**config.mk**
```make
export PLATFORM = sky130hd
export DESIGN_NAME = tl_master_bridge
export DESIGN_NICKNAME = d
export VERILOG_FILES = /design/src/rtl/tl_master_bridge.sv
export SDC_FILE = /design/constraint.sdc
export NUM_CORES = 1
export LEC_CHECK = 0
export CORE_MARGIN = 1.5
export CORE_UTILIZATION = 30
export CTS_CLUSTER_SIZE = 14
export DETAILED_ROUTE_END_ITERATION = 10
export SLEW_MARGIN = 10
export SYNTH_ARGS = -nofsm -noshare
export SYNTH_HDL_FRONTEND = slang
export SYNTH_SLANG_ARGS = --single-unit
```
**constraint.sdc**
```tcl
create_clock -name clock -period 5.4 [get_ports clock]
set_clock_uncertainty 0.15 [all_clocks]
set_input_delay 1.08 -clock clock [delete_from_list [all_inputs] [get_ports clock]]
set_output_delay 1.08 -clock clock [all_outputs]
set_load 0.1 [all_outputs]
```
**src/rtl/tl_master_bridge.sv**
```systemverilog
// ============================================================================
// Module   : tl_master_bridge
// Purpose  : TileLink-UL initiator turning a req/ack read/write port into
//            single-beat Get/PutFullData/PutPartialData transactions.
// Revision : 1.0 - initial release
// ============================================================================
`default_nettype none

module tl_master_bridge #(
    parameter int SRC_SIZE       = 2,
    parameter int SINK_SIZE      = 3,
    parameter int BUS_SIZE       = 8,
    parameter int ADR_WIDTH      = 32,
    parameter int TIMEOUT_CYCLES = 1024,
    localparam int TL_SIZE       = $clog2(BUS_SIZE),
    localparam int DATA_WIDTH    = BUS_SIZE * 8
) (
    input  logic                  clock,
    input  logic                  reset,

    input  logic                  req,
    input  logic [ADR_WIDTH-1:0]  adr,
    input  logic                  rdWr,
    input  logic [DATA_WIDTH-1:0] wrDat,
    input  logic [BUS_SIZE-1:0]   wrMask,
    output logic                  ack,
    output logic [DATA_WIDTH-1:0] rdDat,
    output logic                  err,

    input  logic                  tl_a_ready,
    output logic                  tl_a_valid,
    output logic [2:0]            tl_a_bits_opcode,
    output logic [2:0]            tl_a_bits_param,
    output logic [TL_SIZE-1:0]    tl_a_bits_size,
    output logic [SRC_SIZE-1:0]   tl_a_bits_source,
    output logic [ADR_WIDTH-1:0]  tl_a_bits_address,
    output logic [BUS_SIZE-1:0]   tl_a_bits_mask,
    output logic [DATA_WIDTH-1:0] tl_a_bits_data,
    output logic                  tl_a_bits_corrupt,

    output logic                  tl_d_ready,
    input  logic                  tl_d_valid,
    input  logic [2:0]            tl_d_bits_opcode,
    input  logic [1:0]            tl_d_bits_param,
    input  logic [TL_SIZE-1:0]    tl_d_bits_size,
    input  logic [SRC_SIZE-1:0]   tl_d_bits_source,
    input  logic [SINK_SIZE-1:0]  tl_d_bits_sink,
    input  logic                  tl_d_bits_denied,
    input  logic [DATA_WIDTH-1:0] tl_d_bits_data,
    input  logic                  tl_d_bits_corrupt
);

    localparam logic [2:0] OP_GET          = 3'd4;
    localparam logic [2:0] OP_PUT_FULL     = 3'd0;
    localparam logic [2:0] OP_PUT_PARTIAL  = 3'd1;
    localparam logic [2:0] OP_ACCESS_ACK   = 3'd0;
    localparam logic [2:0] OP_ACCESS_DATA  = 3'd1;

    localparam int               CNT_W        = $clog2(TIMEOUT_CYCLES + 1);
    localparam logic [CNT_W-1:0] TIMEOUT_LAST = CNT_W'(TIMEOUT_CYCLES - 1);

    typedef enum logic [2:0] {
        IDLE    = 3'd0,
        A_SEND  = 3'd1,
        D_WAIT  = 3'd2,
        DONE    = 3'd3,
        REQ_LOW = 3'd4
    } state_t;

    state_t                state;
    logic [SRC_SIZE-1:0]   src_id;
    logic [CNT_W-1:0]      wait_cnt;
    logic                  is_read;
    logic                  d_hit;
    logic [2:0]            expected_d_opcode;
    logic                  unused_inputs;

    assign unused_inputs = ^{tl_d_bits_param, tl_d_bits_size, tl_d_bits_sink};

    assign tl_a_bits_param   = 3'd0;
    assign tl_a_bits_corrupt = 1'b0;

    // Stale beats are drained in IDLE so a late responder never backs up the link.
    assign tl_d_ready = reset && ((state == IDLE) || (state == D_WAIT));

    assign d_hit             = tl_d_valid && tl_d_ready && (tl_d_bits_source == src_id);
    assign expected_d_opcode = is_read ? OP_ACCESS_DATA : OP_ACCESS_ACK;

    always_ff @(posedge clock) begin
        if (!reset) begin
            state             <= IDLE;
            src_id            <= '0;
            wait_cnt          <= '0;
            is_read           <= 1'b0;
            ack               <= 1'b0;
            err               <= 1'b0;
            rdDat             <= '0;
            tl_a_valid        <= 1'b0;
            tl_a_bits_opcode  <= '0;
            tl_a_bits_size    <= '0;
            tl_a_bits_source  <= '0;
            tl_a_bits_address <= '0;
            tl_a_bits_mask    <= '0;
            tl_a_bits_data    <= '0;
        end else begin
            ack <= 1'b0;
            case (state)
                IDLE: begin
                    if (req) begin
                        is_read           <= rdWr;
                        tl_a_valid        <= 1'b1;
                        tl_a_bits_size    <= TL_SIZE'(TL_SIZE);
                        tl_a_bits_source  <= src_id;
                        tl_a_bits_address <= {adr[ADR_WIDTH-1:TL_SIZE], {TL_SIZE{1'b0}}};
                        if (rdWr) begin
                            tl_a_bits_opcode <= OP_GET;
                            tl_a_bits_mask   <= '1;
                            tl_a_bits_data   <= '0;
                        end else begin
                            tl_a_bits_opcode <= (&wrMask) ? OP_PUT_FULL : OP_PUT_PARTIAL;
                            tl_a_bits_mask   <= wrMask;
                            tl_a_bits_data   <= wrDat;
                        end
                        rdDat <= '0;
                        err   <= 1'b0;
                        state <= A_SEND;
                    end
                end
                A_SEND: begin
                    if (tl_a_ready) begin
                        tl_a_valid <= 1'b0;
                        wait_cnt   <= '0;
                        state      <= D_WAIT;
                    end
                end
                D_WAIT: begin
                    // A matching beat wins over a timeout landing on the same edge.
                    if (d_hit) begin
                        rdDat <= is_read ? tl_d_bits_data : '0;
                        err   <= tl_d_bits_denied || tl_d_bits_corrupt ||
                                 (tl_d_bits_opcode != expected_d_opcode);
                        ack   <= 1'b1;
                        state <= DONE;
                    end else if (wait_cnt == TIMEOUT_LAST) begin
                        wait_cnt <= wait_cnt + CNT_W'(1);
                        rdDat    <= '0;
                        err      <= 1'b1;
                        ack      <= 1'b1;
                        state    <= DONE;
                    end else begin
                        wait_cnt <= wait_cnt + CNT_W'(1);
                    end
                end
                DONE: begin
                    src_id <= src_id + SRC_SIZE'(1);
                    state  <= REQ_LOW;
                end
                REQ_LOW: begin
                    if (!req) begin
                        state <= IDLE;
                    end
                end
                default: begin
                    state <= IDLE;
                end
            endcase
        end
    end

endmodule

`default_nettype wire

```
==> results.md <==
* Die H at about 160 um
* Total Wirelength at between 20000 and 25000 um
* FF+latch count, synth at between 150 and 200
* N_diodes at 0
* Detailed Place HPWL at ~16000 um
* Netlist cell types at 45
* Status: finished clean
* EDFF count, synth at 0
* Clk Latency, worst-skew pair at between 0.4 and 0.5 ns
* Levels on crit path at 1
* R2R cell count at 7
* Synth Area in Adders at less than 1%
* Number of global-route vias before repair at about 6000
* Final Cycle Share at between 60% and 70%
* Slew Viols, Final at 0
* Area grow syn2layout at 58.6%
* Root buf cell: clkbuf_16
* # nets final at about 1300
* Cells along the critical path: clkdlybuf4s50_1
* DR pass1 iterations at 5
* Simple-gate share of the synthesized area at roughly 21%
* H-tree levels at 4
* Core area at ~0.024 mm^2
* Required time of the critical path at ~4.2 ns
* Sequential area share after synthesis at between 50% and 60%
* Hold_buf cts at 0
* Avg WL per Cell at approximately 16 um
* Max Cap Viol at 0
* Leakage at approximately 4 nW
* CP Capture Type: output port
* GRT Overall Usage at between 10% and 20%
* Final Util at a little under 50%
* Fin area at 0.0115 mm^2
* CP Launch Type: flip-flop
* Clock slew at reported path FFs at 0.07 ns
* Initial core utilization at slightly above 30%
* Post-CTS sizing at 0
* Post-Syn Area at 0.00723 mm^2
* Peak supply drop at ~0.23 mV
* Pwr/cell area at roughly 310 mW/mm^2
* DRC viols at 0
* Critical path arrival at 2.05 ns
* IO Count at around 370
* Largest net degree at the start of global routing at 80
* IO buf count at approximately 350
* Share of layout cells above drive strength 1 at between 4 and 5%
* Synth Area in XOR/XNOR at 0.848%
* Pwr Total at 3.55 mW
* Synth Warn # at 0
* Post-place setup slack at ~1.7 ns
* 1st-iter DRT viols at roughly 250
* First-pass GRT wire length at between 30000 and 40000 um
* Compound-Gate Fraction of Synth Area at 20.3%
* Synth async-reset ratio at 0%
* Final ANT Viol Nets at 0
* Critical path start-end classification: flip-flop to output port
* Mux contribution to synthesized area at 0.138%
* Fmax at 0.305 GHz
* Max FO, Critical Path at 4
* CP delay by family, top: buffers and inverters
* Hold crit path type: flip-flop to flip-flop
* CTS tree: done
* Global placer's final weighted congestion at 0.776
* Clock tree buffer depth at 2
* Die W at ~160 um
* Slowest CP cell: clkdlybuf4s50_1
* Die area at around 0.025 mm^2
* Via count at approximately 6500
* Fin. Hold Viols at 0
* FP Rows at 56
* CTS Buf Count at 17
* Number of clock sinks at 189
* CP max stage delay at about 1.2 ns
* Worst Path Buf+Inv at 1
* Final setup viols at 0
* Setup bufs post-CTS at 0
* Placed cell area at 0.0109 mm^2
* Final TNS setup at 0 ns
* Slew @ Worst Pin at roughly 1.1 ns
* Initial antenna violation count at 0
* Via density at ~4.6
* Cell count of the worst hold path at 2
* GRT Residual Overflow at 0
* Unrepaired setup endpoints after global routing: no
* Mean area per synthesized cell at around 9.7 um^2
* Main combinational cell family by area after synthesis: simple AND/OR/NAND/NOR gates
* Max_slew headroom at 28.9%
* Post-route setup slack at about 2.1 ns
* Main flop type after synthesis: dfxtp_1
* Period minus WS final at about 3.3 ns
* Cells after synthesis at 748
area by class of cell:
class                      instances  area [um^2]
timing repair buffer             361         3580
clock inverter                    15          175
fill                            2301        12100
sequential                       189         3780
inverter                           2         7.51
clock buffer                      17          425
multi-input combinational        491         3100
tap                              319          399
final timing paths:
path	startpoint	end	slack [ns]
worst max-delay path	tl_a_bits_opcode[2]$_SDFFE_PN0P_	tl_a_bits_opcode[2]	2.12
worst min-delay path	tl_a_bits_data[56]$_SDFFE_PN0P_	tl_a_bits_data[56]$_SDFFE_PN0P_	0.31
worst max register to register	wait_cnt[0]$_SDFFE_PN0P_	rdDat[10]$_SDFFE_PN0P_	2.82
worst min register to register	tl_a_bits_data[56]$_SDFFE_PN0P_	tl_a_bits_data[56]$_SDFFE_PN0P_	0.31
power breakdown:
group	leakage, nW	switching [mW]	total, mW	internal, mW
Sequential	1.54	0.0276	1.47	1.44
Combinational	2.22	0.546	0.793	0.248
Clock	0.297	0.625	1.29	0.665
Total	4.05	1.20	3.55	2.35
per-layer routing:
layer / global-route usage (%) / vias up / share of wire, %
met2: 28.0 / 260 / 45
met1: 19.6 / 2971 / 41
met3: 9.09 / 17 / 13
li1: - / 3224 / -
met4: 3.96 / 0 / 1.2
met5: 0 / - / 0
sequential cells by signal, indices dropped and copies added (netlist names):
name and flops:
tl_a_bits_mask 8, err 1, ack 1, state 3, tl_a_bits_source 2, src_id 2
tl_a_bits_opcode 2, tl_a_valid 1, tl_a_bits_data 64, tl_a_bits_size 1, rdDat 64, tl_a_bits_address 29
wait_cnt 11
metrics by stage:
step                      hold slack (ns)  instances
after floorplan                     0.304        756
after global placement              0.299       1362
after detailed placement            0.306       1362
after CTS                           0.316       1394
after global routing                0.332       1394
final                               0.311       1394
tightest hold or removal path, stage by stage, from the launching register on:
cell,delay [ns]
dfxtp_1,0.31
nand2_1,0.05
a21boi_0,0.06
cell usage in the layout (no fill, tap or decap), types with 4 or more instances in the layout:
cell,netlist,layout
o21ai_0,5,5
nand4_1,7,7
a22o_1,64,64
a21oi_1,5,5
a21boi_0,100,100
nor2_1,17,17
clkbuf_16,0,17
buf_4,13,10
nor3_1,11,11
nor2b_1,4,4
clkdlybuf4s50_1,0,349
nand2_1,145,145
inv_6,0,5
dfxtp_1,189,189
nand3b_1,66,66
nand3_1,8,8
nor3b_1,10,10
xnor2_1,5,5
conb_1,1,9
synth_stat cells, types with 7 or more instances:
library cell	count	area [um^2]
a22o_1	64	561
nor2_1	17	63.8
a21boi_0	100	751
buf_2	15	75.1
nor3_1	11	55.1
dfxtp_1	189	3780
nand4_1	7	43.8
clkbuf_1	38	143
nand3b_1	66	495
buf_4	13	97.6
nand2_1	145	544
nand3_1	8	40.0
nor3b_1	10	75.1
kinds of logic after synthesis:
| logic type | after synthesis |
|---|---|
| and+or+nand+nor | 285 |
| muxes | 1 |
| other | 1 |
| DFF | 189 |
| buffers and inverters | 76 |
| AOI/OAI and AO/OA | 188 |
| adders and majority gates | 1 |
| xor gates and xnor gates | 7 |
Note: power is estimated with default switching activity, not from simulation.
